**src/rtl/mc_pkg.sv**
```systemverilog
// Shared constants for the multicycle controller: state codes, ISA
// class and sub-op codes, datapath mux encodings and decode helpers.
package mc_pkg;

  typedef logic [4:0] state_t;

  localparam state_t S_FETCH    = 5'd0;
  localparam state_t S_DECODE   = 5'd1;
  localparam state_t S_MEM_ADDR = 5'd2;
  localparam state_t S_MEM_RD   = 5'd3;
  localparam state_t S_MEM_WR   = 5'd4;
  localparam state_t S_MEM_WB   = 5'd5;
  localparam state_t S_EXEC_I   = 5'd6;
  localparam state_t S_EXEC_R   = 5'd7;
  localparam state_t S_ALU_WB   = 5'd8;
  localparam state_t S_BRANCH   = 5'd9;
  localparam state_t S_JUMP     = 5'd10;
  localparam state_t S_LI       = 5'd11;
  localparam state_t S_LUI      = 5'd12;
  localparam state_t S_IMM_WB   = 5'd13;
  localparam state_t S_HALT     = 5'd14;
  localparam state_t S_TRAP     = 5'd15;

  localparam logic [1:0] CL_JMP = 2'b00;
  localparam logic [1:0] CL_REG = 2'b01;
  localparam logic [1:0] CL_BR  = 2'b10;
  localparam logic [1:0] CL_IMM = 2'b11;

  localparam logic [3:0] OP_NOP = 4'b0000;
  localparam logic [3:0] OP_LI  = 4'b1001;
  localparam logic [3:0] OP_LUI = 4'b1010;
  localparam logic [3:0] OP_LWI = 4'b1011;
  localparam logic [3:0] OP_SWI = 4'b1100;
  localparam logic [3:0] OP_LW  = 4'b1101;
  localparam logic [3:0] OP_SW  = 4'b1110;
  localparam logic [3:0] OP_ILL = 4'b1111;

  localparam logic [1:0] SRCB_REG  = 2'b00;
  localparam logic [1:0] SRCB_ONE  = 2'b01;
  localparam logic [1:0] SRCB_SEXT = 2'b10;
  localparam logic [1:0] SRCB_ZEXT = 2'b11;

  localparam logic [1:0] PCS_ALU = 2'b00;
  localparam logic [1:0] PCS_OUT = 2'b01;
  localparam logic [1:0] PCS_JMP = 2'b10;

  localparam logic [3:0] ALU_ADD  = 4'b0010;
  localparam logic [3:0] ALU_PASS = 4'b0000;

  function automatic logic is_load(logic [3:0] sub);
    return (sub == OP_LWI) || (sub == OP_LW);
  endfunction

  function automatic logic is_mem(logic [3:0] sub);
    return is_load(sub) || (sub == OP_SWI) || (sub == OP_SW);
  endfunction

endpackage

```
**src/rtl/mc_decode.sv**
```systemverilog
// Combinational instruction class decode: instr -> state after DECODE
// (FETCH for NOOP) and state after MEM_ADDR (MEM_RD or MEM_WR).
module mc_decode
  import mc_pkg::*;
#(
  parameter int IW = 32
) (
  input  logic [IW-1:0] instr,
  output state_t        dec_next,
  output state_t        mem_next
);

  logic [1:0] cls;
  logic [3:0] sub;
  logic       nop;
  logic       unused_bits;
  state_t     imm_next;

  assign cls = instr[IW-1:IW-2];
  assign sub = instr[IW-3:IW-6];
  assign nop = (cls == CL_JMP) && (sub == OP_NOP);
  assign unused_bits = ^instr[IW-7:0];

  always_comb begin
    imm_next = S_EXEC_I;
    if (sub == OP_LI)
      imm_next = S_LI;
    else if (sub == OP_LUI)
      imm_next = S_LUI;
    else if (is_mem(sub))
      imm_next = S_MEM_ADDR;
    else if (sub == OP_ILL)
      imm_next = S_TRAP;
  end

  always_comb begin
    dec_next = S_TRAP;
    unique case (1'b1)
      nop:                     dec_next = S_FETCH;
      (cls == CL_JMP) && !nop: dec_next = S_JUMP;
      cls == CL_REG:           dec_next = S_EXEC_R;
      cls == CL_BR:            dec_next = S_BRANCH;
      cls == CL_IMM:           dec_next = imm_next;
      default:                 dec_next = S_TRAP;
    endcase
  end

  assign mem_next = is_load(sub) ? S_MEM_RD : S_MEM_WR;

endmodule

```
**src/rtl/mc_ctrl_hs.sv**
```systemverilog
// Multicycle control unit with memory handshake, halt/run and trap.
// in: clk, reset, instr_in, mem_ready, run. out: state, datapath
// controls, PCSource, ALUSrcB, ALUOp, trap, busy.
module mc_ctrl_hs
  import mc_pkg::*;
#(
  parameter int IW      = 32,
  parameter int ALUOP_W = 4,
  parameter int STATE_W = 5
) (
  input  logic               clk,
  input  logic               reset,
  input  logic [IW-1:0]      instr_in,
  input  logic               mem_ready,
  input  logic               run,
  output logic [STATE_W-1:0] state,
  output logic               PCWrite,
  output logic               IorD,
  output logic               MemRead,
  output logic               MemWrite,
  output logic               IRWrite,
  output logic               MemtoReg,
  output logic               ALUSrcA,
  output logic               RegWrite,
  output logic               BranchType,
  output logic               LUI,
  output logic [1:0]         PCSource,
  output logic [1:0]         ALUSrcB,
  output logic [ALUOP_W-1:0] ALUOp,
  output logic               trap,
  output logic               busy
);

  state_t     st;
  state_t     nxt;
  state_t     fe;
  state_t     dec_next;
  state_t     mem_next;
  logic [3:0] sub;
  logic [3:0] alu_op;

  assign sub = instr_in[IW-3:IW-6];

  mc_decode #(.IW(IW)) u_dec (
    .instr    (instr_in),
    .dec_next (dec_next),
    .mem_next (mem_next)
  );

  // Every return to FETCH passes through the run check, so a halt
  // request parks before the next fetch starts.
  assign fe = run ? S_FETCH : S_HALT;

  always_comb begin
    nxt = st;
    case (st)
      S_FETCH:    if (mem_ready) nxt = S_DECODE;
      S_DECODE:   nxt = (dec_next == S_FETCH) ? fe : dec_next;
      S_MEM_ADDR: nxt = mem_next;
      S_MEM_RD:   if (mem_ready) nxt = S_MEM_WB;
      S_MEM_WR:   if (mem_ready) nxt = fe;
      S_MEM_WB:   nxt = fe;
      S_EXEC_I:   nxt = S_ALU_WB;
      S_EXEC_R:   nxt = S_ALU_WB;
      S_ALU_WB:   nxt = fe;
      S_BRANCH:   nxt = fe;
      S_JUMP:     nxt = fe;
      S_LI:       nxt = S_IMM_WB;
      S_LUI:      nxt = S_IMM_WB;
      S_IMM_WB:   nxt = fe;
      S_HALT:     if (run) nxt = S_FETCH;
      S_TRAP:     nxt = S_TRAP;
      default:    nxt = S_TRAP;
    endcase
  end

  always_ff @(posedge clk) begin
    if (reset)
      st <= S_FETCH;
    else
      st <= nxt;
  end

  always_comb begin
    PCWrite    = 1'b0;
    IorD       = 1'b0;
    MemRead    = 1'b0;
    MemWrite   = 1'b0;
    IRWrite    = 1'b0;
    MemtoReg   = 1'b0;
    ALUSrcA    = 1'b0;
    RegWrite   = 1'b0;
    BranchType = 1'b0;
    LUI        = 1'b0;
    PCSource   = PCS_ALU;
    ALUSrcB    = SRCB_REG;
    alu_op     = ALU_PASS;
    trap       = 1'b0;
    busy       = 1'b1;
    case (st)
      S_FETCH: begin
        MemRead = 1'b1;
        ALUSrcB = SRCB_ONE;
        alu_op  = ALU_ADD;
        PCWrite = mem_ready;
        IRWrite = mem_ready;
      end
      S_DECODE: ALUSrcB = SRCB_ZEXT;
      S_MEM_ADDR: begin
        ALUSrcA = 1'b1;
        ALUSrcB = SRCB_SEXT;
        alu_op  = ALU_ADD;
      end
      S_MEM_RD: begin
        MemRead = 1'b1;
        IorD    = 1'b1;
      end
      S_MEM_WR: begin
        MemWrite = 1'b1;
        IorD     = 1'b1;
      end
      S_MEM_WB: begin
        RegWrite = 1'b1;
        MemtoReg = 1'b1;
      end
      S_EXEC_I: begin
        ALUSrcA = 1'b1;
        ALUSrcB = SRCB_SEXT;
        alu_op  = sub;
      end
      S_EXEC_R: begin
        ALUSrcA = 1'b1;
        alu_op  = sub;
      end
      S_ALU_WB: RegWrite = 1'b1;
      S_BRANCH: begin
        PCWrite    = 1'b1;
        BranchType = 1'b1;
      end
      S_JUMP: begin
        PCWrite  = 1'b1;
        PCSource = PCS_JMP;
      end
      S_LI: begin
        ALUSrcB = SRCB_ZEXT;
        alu_op  = sub;
      end
      S_LUI: begin
        ALUSrcB = SRCB_ZEXT;
        alu_op  = sub;
        LUI     = 1'b1;
      end
      S_IMM_WB: RegWrite = 1'b1;
      S_HALT: busy = 1'b0;
      S_TRAP: begin
        trap = 1'b1;
        busy = 1'b0;
      end
      default: ;
    endcase
  end

  assign ALUOp = ALUOP_W'(alu_op);
  assign state = STATE_W'(st);

endmodule

```
**config.mk**
```make
export PLATFORM = sky130hd
export DESIGN_NAME = mc_ctrl_hs
export DESIGN_NICKNAME = d
export VERILOG_FILES = /design/src/rtl/mc_pkg.sv /design/src/rtl/mc_decode.sv /design/src/rtl/mc_ctrl_hs.sv
export SDC_FILE = /design/constraint.sdc
export NUM_CORES = 1
export LEC_CHECK = 0
export CAP_MARGIN = 20
export CORE_UTILIZATION = 29
export CTS_BUF_LIST = sky130_fd_sc_hd__clkbuf_16
export DETAILED_ROUTE_END_ITERATION = 12
export PLACE_DENSITY_LB_ADDON = 0.15
export SLEW_MARGIN = 20
export SYNTH_ARGS = -nofsm -noshare
export SYNTH_HDL_FRONTEND = slang
export SYNTH_SLANG_ARGS = --single-unit
export TNS_END_PERCENT = 20
```
**constraint.sdc**
```tcl
create_clock -name clk -period 1.85 [get_ports clk]
set_clock_uncertainty 0.1 [all_clocks]
set_input_delay 0.185 -clock clk [delete_from_list [all_inputs] [get_ports clk]]
set_output_delay 0.185 -clock clk [all_outputs]
set_load 0.005 [all_outputs]
```
==> results.md <==
* Status: finished, violations left
* Failing checks: setup timing
* Effective utilization at floorplan at between 30 and 40%
* Leak at ~0.69 nW
* Row Count at 18
* DR WL/cell at 12.6 um
* Worst path slowest cell: clkdlybuf4s50_1
* Post-Syn Area at 776 um2
* Fraction of layout cells with a size suffix above 1 at 32.4%
* Critical R2R Capture: state[3]
* Post-synthesis simple-gate area fraction at 38.9%
* Multiplexer share of the synthesized area at 0%
* Critical path required time at between 1.5 and 2 ns
* Residual DRC count at 0
* Synth-to-Final Area Change at 90.5%
* Synth warn at 0
* Combinational Power Share at 73.9%
* CP Cell Sequence: nand2b_1 -> o21ai_2 -> a21o_1 -> a21o_1 -> clkdlybuf4s50_1
* Tmin final at 1.94 ns
* Antenna cells at 0
* Final WL at 2600 um
* Gr ovfl total at 0
* Max stage delay on crit path at 0.44 ns
* Clk root buf: clkbuf_16
* Cell internal pwr at 1.35 mW
* Power Density at between 1000 and 1500 nW/um2
* DRT Pass-1 Iters at 5
* Die area at 2890 um2
* Synth Area in Adders at 0%
* Switching power at 0.842 mW
* Post-route setup TNS at -0.163 ns
* Post-synthesis compound-gate area fraction at 35.3%
* Syn Area/Cell at roughly 6.6 um2
* Num Clock Sinks at 4
* Io pins at 61
* FILL cells at 234
* Routed via count at 1080
* Register area share after synthesis at 10.3%
* Peak fanout along the critical path at 6
* Reg2reg path depth at 6
* GPL Wtd Cong at 0.840
* Placed cell count at 200
* RSZ-0062 raised after global routing: yes
* Pin count of the biggest net entering global routing at 14
* DPL Wire Length at 2020 um
* I/O Buffers at 32
* WHS Endpoint: state[0]
* Hold_buf cts at 0
* Largest family of logic cells by synthesized area: simple AND/OR/NAND/NOR gates
* Die X at 53.7 um
* Die height at approximately 54 um
* XOR/XNOR Fraction of Synth Area at under 10%
* Commonest non-fill, non-tap cell in the layout: buf_4
* Clock latency at the later pin of the worst-skew pair at between 0.2 and 0.25 ns
* Worst hold path class: in2reg
* Sequential share of power at 11.1%
* Vias in the first global route at 960
* Initial antenna violation count at 0
* Crit path kind: reg2out
* Critical Path AT at roughly 1.7 ns
* Startpoint types: register
* Finish-stage setup viols at 2
* R2R setup slack at 0.04 ns
* Hold_sp: reset
* Final Core Density at 59.1%
* Core Region at 2500 um2
* R2R Path Start: state[2]
* Yosys reg bits at 4
* Worst setup margin at -0.0888 ns
* Depth of the CTS H-tree at 1
* Fin cells at a little over 200
* Fmax at 0.516 GHz
* Switching share of power at between 30% and 40%
* Cts bufs inserted at 3
* Final Max Tran Viols at 0
* Fin crit share at 105%
* Final hold vios at 0
* Distinct cell type count after synthesis at 42
* GR Util All Layers at 18.2%
* Clock group share of total power at 15.0%
* Antenna viol nets, final at 0
* CTS clk-pin slew, worst paths at 0.03 ns
* Pwr Total at around 2.2 mW
* Nets at approximately 210
* Most used cell, CP: a21o_1
* Max-cap violations at 0
* Initial drt markers at 21
* CP endpoint kind: primary output
* Max rail drop VDD at 842 uV
* Most frequent cells in the layout: 35 x buf_4, 22 x clkdlybuf4s50_1, 19 x nor2_1, 6 x a21oi_1, 6 x dlygate4sd2_1
* Hold depth at 2
* CTS tree: built
* Maximum clock path buffer count at 2
* Setup slack at placement at -0.175 ns
* Post-Synthesis Cells at about 120
* Largest register FFs at 4
* First-pass GRT wire length at 3890 um
* Vias per cell at 5.24
## through the flow
stage	area, um2	hold WS (ns)
6_report	1480	0.478
4_1_cts	1430	0.473
3_5_place_dp	1310	0.710
2_1_floorplan	779	0.153
5_1_grt	1480	0.470
3_3_place_gp	1310	0.685
## cells in the mapped netlist
cell type  count  area share (%)
nor2_1        20             9.7
a21oi_1        6             3.9
buf_2          6             3.9
nand2b_1       6             4.8
inv_1          5             2.4
nand2_1        5             2.4
and2_1         4             3.2
clkbuf_1       4             1.9
dfxtp_1        4              10
nor3_1         4             2.6
a21o_1         3             2.9
a31oi_1        3             2.4
a32oi_1        3             3.4
nand3_1        3             1.9
nor2b_1        3             2.4
o21ai_1        3             1.9
a211oi_1       2             1.9
buf_4          2             1.9
nor3b_1        2             1.9
nor4bb_1       2             2.6
o211ai_1       2             1.9
o22ai_1        2             1.6
o311ai_0       2             2.3
or3_1          2             1.6
xor2_1         2             2.3
a22oi_1        1            0.97
a311oi_2       1             1.9
a31oi_4        1             2.7
a41oi_2        1             2.1
and3_1         1            0.81
buf_6          1             1.5
conb_1         1            0.48
nand4b_1       1             1.1
nor4_1         1            0.81
nor4b_1        1             1.1
o21ai_0        1            0.64
o21ai_2        1             1.1
o221a_2        1             1.5
o31ai_1        1            0.97
o41ai_1        1             1.1
or4b_4         1             1.8
xnor2_1        1             1.1
## power groups by stage
stage	clock network (mW)	logic [mW]	registers, mW
floorplan	0	0.799	0.166
global placement	0	1.55	0.222
detailed placement	0	1.57	0.217
CTS	0.335	1.58	0.240
global route	0.343	1.77	0.252
finish	0.330	1.62	0.243
## how the worst max path moves through the flow
stage                             from  slack, ns        to  cells past startpoint
after floorplan               state[1]       0.28  state[2]                      5
after global placement    instr_in[27]      -0.15  state[1]                      7
after detailed placement  instr_in[27]      -0.18  state[1]                      7
after CTS                     state[3]      -0.08  ALUOp[0]                      5
after global routing          state[3]      -0.16  ALUOp[1]                      5
final                         state[3]      -0.09  ALUOp[1]                      5
## critical path, delay by kind of cell, from the launching register on
| kind | cells | cell delay [ns] |
|---|---|---|
| buffers and inverters | 1 | 0.44 |
| and+or+nand+nor | 1 | 0.15 |
| AOI/OAI and AO/OA | 3 | 0.46 |
| DFF | 1 | 0.38 |
## kinds of logic after synthesis
logic type,after synthesis
simple gates,56
buf+inv,18
compound gates,35
other cells,1
flops,4
xor+xnor,3
## timing repair
item | in CTS | in global routing
setup buffers | 1 | 2
resized for setup | 20 | 9
gates cloned | 0 | 0
pin swaps | 3 | 5
endpoints found under the setup margin | 17 | 8
## metal layers
metal	GRT usage [%]	vias to the layer above	share of wire (%)
li1	-	544	-
met1	20.9	479	41
met2	34.6	49	51
met3	4.80	8	6.6
met4	0.877	0	1.6
met5	0	-	0
## cell type report
cell class	count	area (um2)	share of cell area, %
clock buffers	3	75.1	5.08
inverters	5	18.8	1.27
multi-input cells	96	654	44.3
flip-flops and latches	4	95.1	6.44
well taps	30	37.5	2.54
repair buffers	68	597	40.4
(Power assumes the default switching activity.)
